==> config.mk <==
export PLATFORM = sky130hd
export DESIGN_NAME = srl_iter_flat
export DESIGN_NICKNAME = d
export VERILOG_FILES = /design/src/rtl/srl_iter_if.sv /design/src/rtl/srl_iter.sv /design/src/flat_wrapper.sv
export SDC_FILE = /design/constraint.sdc
export NUM_CORES = 1
export LEC_CHECK = 0
export ABC_CLOCK_PERIOD_IN_PS = 4400
export CORE_UTILIZATION = 40
export CTS_BUF_LIST = sky130_fd_sc_hd__clkbuf_16
export CTS_CLUSTER_SIZE = 12
export DETAILED_ROUTE_END_ITERATION = 10
export GPL_TIMING_DRIVEN = 0
export PLACE_DENSITY = 0.68
export SYNTH_ARGS = -nofsm -noshare
export SYNTH_HDL_FRONTEND = slang
export SYNTH_SLANG_ARGS = --single-unit
==> constraint.sdc <==
create_clock -name clk -period 4.4 [get_ports clk]
set_input_delay 0.44 -clock clk [delete_from_list [all_inputs] [get_ports clk]]
set_output_delay 0.44 -clock clk [all_outputs]
set_load 0.05 [all_outputs]
==> src/rtl/srl_iter_if.sv <==
// rtl/srl_iter_if.sv - start/busy/done request and result bundle for the iterative right shifter
interface srl_iter_if #(
    parameter int n       = 32,
    parameter int SHAMT_W = 5
);
    logic               start;
    logic [n-1:0]       num;
    logic [SHAMT_W-1:0] shamt;
    logic               arith;
    logic               busy;
    logic               done;
    logic [n-1:0]       result;

    modport master (
        output start, num, shamt, arith,
        input  busy, done, result
    );

    modport slave (
        input  start, num, shamt, arith,
        output busy, done, result
    );
endinterface

==> src/rtl/srl_iter.sv <==
// rtl/srl_iter.sv - multi-cycle logical/arithmetic right shifter; SRL_ITER_FAST4_EN enables 4-bit steps
module srl_iter #(
    parameter int n       = 32,
    parameter int SHAMT_W = 5
) (
    input  logic     clk,
    input  logic     rst_n,
    srl_iter_if.slave bus
);
    typedef enum logic [1:0] {
        IDLE  = 2'd0,
        SHIFT = 2'd1,
        DONE  = 2'd2
    } state_t;

    state_t             state, state_next;
    logic [n-1:0]       sreg, sreg_next;
    logic [n-1:0]       result, result_next;
    logic [SHAMT_W-1:0] cnt, cnt_next;
    logic               fill, fill_next;

    always_ff @(posedge clk) begin
        if (!rst_n) begin
            state  <= IDLE;
            sreg   <= '0;
            result <= '0;
            cnt    <= '0;
            fill   <= 1'b0;
        end else begin
            state  <= state_next;
            sreg   <= sreg_next;
            result <= result_next;
            cnt    <= cnt_next;
            fill   <= fill_next;
        end
    end

    always_comb begin
        state_next  = state;
        sreg_next   = sreg;
        result_next = result;
        cnt_next    = cnt;
        fill_next   = fill;
        case (state)
            IDLE, DONE: begin
                // DONE accepts a new request so back-to-back operations lose no cycle
                if (bus.start) begin
                    sreg_next  = bus.num;
                    cnt_next   = bus.shamt;
                    fill_next  = bus.arith & bus.num[n-1];
                    state_next = SHIFT;
                end else begin
                    state_next = IDLE;
                end
            end
            SHIFT: begin
                if (cnt == '0) begin
                    result_next = sreg;
                    state_next  = DONE;
                end else begin
`ifdef SRL_ITER_FAST4_EN
                    if (cnt >= SHAMT_W'(4)) begin
                        sreg_next = {{4{fill}}, sreg[n-1:4]};
                        cnt_next  = cnt - SHAMT_W'(4);
                    end else begin
                        sreg_next = {fill, sreg[n-1:1]};
                        cnt_next  = cnt - SHAMT_W'(1);
                    end
`else
                    sreg_next = {fill, sreg[n-1:1]};
                    cnt_next  = cnt - SHAMT_W'(1);
`endif
                end
            end
            default: state_next = IDLE;
        endcase
    end

    assign bus.busy   = (state == SHIFT);
    assign bus.done   = (state == DONE);
    assign bus.result = result;
endmodule

==> src/flat_wrapper.sv <==
// flat-port wrapper written by rule: the top's interface ports become plain ports
module srl_iter_flat 
#(
    parameter int n       = 32,
    parameter int SHAMT_W = 5
)
  (clk, rst_n, bus_start, bus_num, bus_shamt, bus_arith, bus_busy, bus_done, bus_result);
  srl_iter_if #(.n(n), .SHAMT_W(SHAMT_W)) bus_i ();
  input  logic clk;
  input  logic rst_n;
  input wire logic [$bits(bus_i.start)-1:0] bus_start;
  input wire logic [$bits(bus_i.num)-1:0] bus_num;
  input wire logic [$bits(bus_i.shamt)-1:0] bus_shamt;
  input wire logic [$bits(bus_i.arith)-1:0] bus_arith;
  output wire logic [$bits(bus_i.busy)-1:0] bus_busy;
  output wire logic [$bits(bus_i.done)-1:0] bus_done;
  output wire logic [$bits(bus_i.result)-1:0] bus_result;
  assign bus_i.start = bus_start;
  assign bus_i.num = bus_num;
  assign bus_i.shamt = bus_shamt;
  assign bus_i.arith = bus_arith;
  assign bus_busy = bus_i.busy;
  assign bus_done = bus_i.done;
  assign bus_result = bus_i.result;
  srl_iter #(.n(n), .SHAMT_W(SHAMT_W)) u_core (.clk(clk), .rst_n(rst_n), .bus(bus_i));
endmodule
# Yosys cells after proc, flatten, opt, wreduce, memory -nomap -nowiden
# Cells that the tools add are included.
# totals
register_bits	72
latchBits	0
mem_bits_rw	0
rom_bits	0
inputBits	41
out_inout_bits	34
wordCells	28
memories	0
# op_classes
add_sub_neg	1
multipliers	0
div_mod_pow	0
n_lt_le_gt_ge	0
eq_ne	5
n_shift	0
muxes	9
bitwise	1
reduce_logical	7
# op_table
op	count
32-bit two-way mux	2
32-bit one-hot mux with 2 select lines	1
5-bit two-way mux	2
5-bit one-hot mux with 2 select lines	1
5-bit logical NOT	1
5-bit by 1-bit subtractor with 5-bit output, second input constant	1
2-bit != test, second input constant	2
2-bit one-hot mux with 2 select lines	1
2-bit AND reduction	2
3-bit AND reduction	1
2-bit by 1-bit == test with 1-bit output, second input constant	1
2-bit == test, second input constant	1
2-bit logical NOT	1
2-bit two-way mux	1
2-bit by 1-bit != test with 1-bit output, second input constant	1
2-bit nonzero test	1
2-bit OR reduction	1
1-bit AND	1
1-bit two-way mux	1

# Logic depth before layout (Yosys ltp)
# depth
word_depth	4
mapped_depth	8
ltp_nobuf	6

# Worst setup path after synthesis
# Ideal clock, no wire load.
# synth_path
path_type	reg-to-output
from	register u_core.state[1]
to	output port bus_busy
arrival_time_ns	1.220
required_ns	3.960
path_slack_ns	2.740
path_stages_with_launch	5
path_buffers	2
path_cell_list	dfxtp_1 -> nand2b_1 -> clkbuf_1 -> clkbuf_1 -> inv_1
# synth_via
elab_chain_cells	1
# synth_lines
element	line	text
start: declaration	srl_iter.sv:16	state_t state, state_next;
start signal: assignment	srl_iter.sv:30	state <= state_next;
2-bit by 1-bit == test with 1-bit output	srl_iter.sv:79	assign bus.busy = (state == SHIFT);
end: declaration	flat_wrapper.sv:15	output wire logic [$bits(bus_i.busy)-1:0] bus_busy;
# No other way between the ends.

# Worst setup path after layout
# Same ends and word-level chain as after synthesis.

==> key figures <==
Outcome
  • Status: complete, no violations

Critical path
  • Crit path launch: u_core.state[1]
  • CP Class: flop to output port
  • Crit start category: flop
  • R2r startpoint: u_core.cnt[0]
  • CP endpoint: bus_busy
  • Most used cell, CP: clkbuf_1
  • R2R cell count: 8
  • Element type at the critical path end: output port
  • Crit path DAT: 2.21 ns
  • CP peak stage delay: 0.72 ns
  • Worst endpoint required time: approximately 4 ns
  • Reg2Reg Setup Slack: roughly 2.6 ns
  • Slowest CP cell: clkdlybuf4s50_1
  • FF-to-FF End: u_core.bus.result[17]
  • Worst-path fanout max: 10
  • CP Cell Sequence: nand2b_1 -> clkbuf_1 -> clkbuf_1 -> inv_1 -> clkdlybuf4s50_1

Global route
  • GRT overflow: 0
  • Number of global-route vias before repair: 2230
  • Largest net degree at the start of global routing: 13
  • Total GRT Usage: 0.188
  • Initial antenna violation count: 0
  • First-pass GRT wire length: 10800 um

Timing
  • Worst Clk Skew: 0.00478 ns
  • Hold violation count in the final report: 0
  • Final setup viols: 0
  • RSZ-0062 raised after global routing: false
  • Final min period: 2.65 ns
  • Worst Tran Pin Value: 0.518 ns
  • Setup TNS: 0 ns
  • Fin crit share: 0.603
  • Slew Viols, Final: 0
  • Post-route setup slack: 1.75 ns
  • F_max: 377 MHz
  • Worst rel slew slack: 0.655

Die
  • Top-Level Pins: 75
  • Die Ht: 86.5 um
  • Starting Density: 0.418
  • Die ar.: 0.00749 sq mm
  • # rows: 30
  • Core region area: 0.00683 sq mm
  • Die W: 86.5 um

CTS
  • Gates resized, CTS repair: 0
  • Reg clk slew, reported paths: 0.05 ns
  • Clock Latency Late Sink: around 0.32 ns
  • Clock Path Buffers: 2
  • Sink Count: 72
  • Postcts setup bufs: 0
  • CTS tree: built
  • Post-CTS Hold Buffers: 0
  • CTS root buf: clkbuf_16
  • Num CTS Buffers: 9
  • H-tree depth: 3

Detailed routing
  • WL per Instance: ~14 um
  • # DRC: 0
  • Drt pass-1 iters: 4
  • Initial DRC count: 81
  • Via Count: roughly 2400
  • Via density: 4.96
  • WL final: 6680 um
  • Post-DRT Antenna Nets: 0

Synth
  • Post-synthesis cell count: 296
  • Avg Inst Size Synth: slightly below 10 sq um
  • Seq/Total Area, Yosys: 0.504
  • Area contributors post-synth: dfxtp_1, mux2i_1, o2bb2ai_1
  • Synth warn: 0
  • Top-count cell post-synth: dfxtp_1
  • Post-synth EDFFs: 0
  • Yosys cell types: 30
  • Synth cell count leaders: dfxtp_1, nand2_1, a21oi_1
  • Seq cells post-synth: 72
  • Primary FF master, synth: dfxtp_1
  • Cell taking the most area after synthesis: dfxtp_1
  • Area share of the largest cell type after synthesis: 0.504
  • Synthesized area: 0.00286 sq mm
  • Post-Syn Nets: 338
  • FFs w/ async S/R, synth: 0

Final layout
  • P&R area growth vs syn: 41.9%
  • Final Net Count: 423
  • Share of cells above drive strength 1: 0.0959
  • Diode count: 0

Run
  • Max_cap viols: 0

Power and ir drop
  • Maximum vdd drop: 201 uV
  • Leakage Power: approximately 1.6 nW
  • Power per cell area: 455 mW/mm^2

Placement
  • GP Congestion: 0.806
  • Pre-CTS WS: roughly 2.1 ns
  • # port buffers: 74
  • HPWL after DPL: 4600 um

Min path
  • Min-delay worst type: flop to flop
[layer usage]
layer | track usage | share of wire | up-vias
li1 | - | - | 1211
met1 | 0.260 | 0.49 | 1117
met2 | 0.291 | 0.45 | 54
met3 | 0.0410 | 0.049 | 8
met4 | 0.0636 | 0.010 | 0
met5 | 0 | 0 | -
[registers in the layout, summed over array words and instances (netlist names)]
register,count
u_core.fill,1
u_core.state,2
u_core.cnt,5
u_core.sreg,32
u_core.bus.result,32
[layout make-up]
cell class	instances	area [sq um]
buffer	22	140
clock buffer	9	225
clock inverter	7	111
fill	637	2780
inverter	5	18.8
multi-input combinational	197	1260
sequential	72	1440
tap	96	120
timing repair buffer	74	741
[per-stage QoR]
step	power, mW	area, sq um	hold slack, ns	utilization	std cells
floorplan	0.935	2860	0.431	-	296
global placement	1.03	3720	0.441	0.544	466
detailed placement	1.04	3720	0.447	0.544	466
CTS	1.86	4060	0.455	0.594	482
global route	1.92	4060	0.472	0.594	482
finish	1.85	4060	0.451	0.594	482
[layout by cell type (no fill, tap or decap)]
cell	n
or4_1	1
clkinv_4	1
o21ai_4	1
nor2_1	7
buf_2	10
nor2b_1	2
bufinv_16	3
clkbuf_1	4
dfxtp_1	72
clkdlybuf4s50_1	74
nor2_2	1
nor3_4	1
a22oi_1	1
nand3b_1	1
inv_2	1
mux2_2	1
inv_1	5
o32ai_1	1
buf_6	6
ha_1	1
clkinv_1	1
clkinv_2	1
mux2i_1	32
nor4b_2	1
o21ai_0	2
o2bb2ai_1	34
nand4_1	1
nand3_1	1
nand2_1	66
a21oi_1	36
nand2b_1	2
nor4_2	1
nor3_1	2
clkbuf_16	9
buf_1	2
a211oi_1	1
[kinds of logic (layout without fill, tap and decap cells)]
| kind of cell | count (synthesis) | in the layout | synth area share |
|---|---|---|---|
| adder cells (fa/ha/maj) | 1 | 1 | 0.00438 |
| multiplexers | 33 | 33 | 0.116 |
| flip-flops | 72 | 72 | 0.504 |
| AO/OA/AOI/OAI | 76 | 76 | 0.185 |
| AND/OR/NAND/NOR | 87 | 87 | 0.135 |
| buffers and inverters | 27 | 117 | 0.0556 |
[worst max-delay path: cells and delay by family, from the launching register on]
family | cells | cell delay, ns
flops | 1 | 0.33
simple gates | 1 | 0.11
buf+inv | 4 | 1.46
[worst min-delay path by stage]
stage / startpoint / end / slack (ns) / cells past startpoint
floorplan: u_core.fill / u_core.fill / 0.43 / 2
global placement: u_core.fill / u_core.fill / 0.44 / 2
detailed placement: u_core.bus.result[11] / u_core.bus.result[11] / 0.45 / 2
CTS: u_core.bus.result[30] / u_core.bus.result[30] / 0.45 / 2
global route: u_core.bus.result[2] / u_core.bus.result[2] / 0.47 / 2
finish: u_core.bus.result[13] / u_core.bus.result[13] / 0.45 / 2
[where the power goes]
part           internal (mW)  switching [mW]  leakage (nW)
Clock                  0.549           0.272         0.168
Combinational          0.129           0.156         0.830
Sequential             0.700          0.0389         0.587
(Power assumes the default switching activity.)
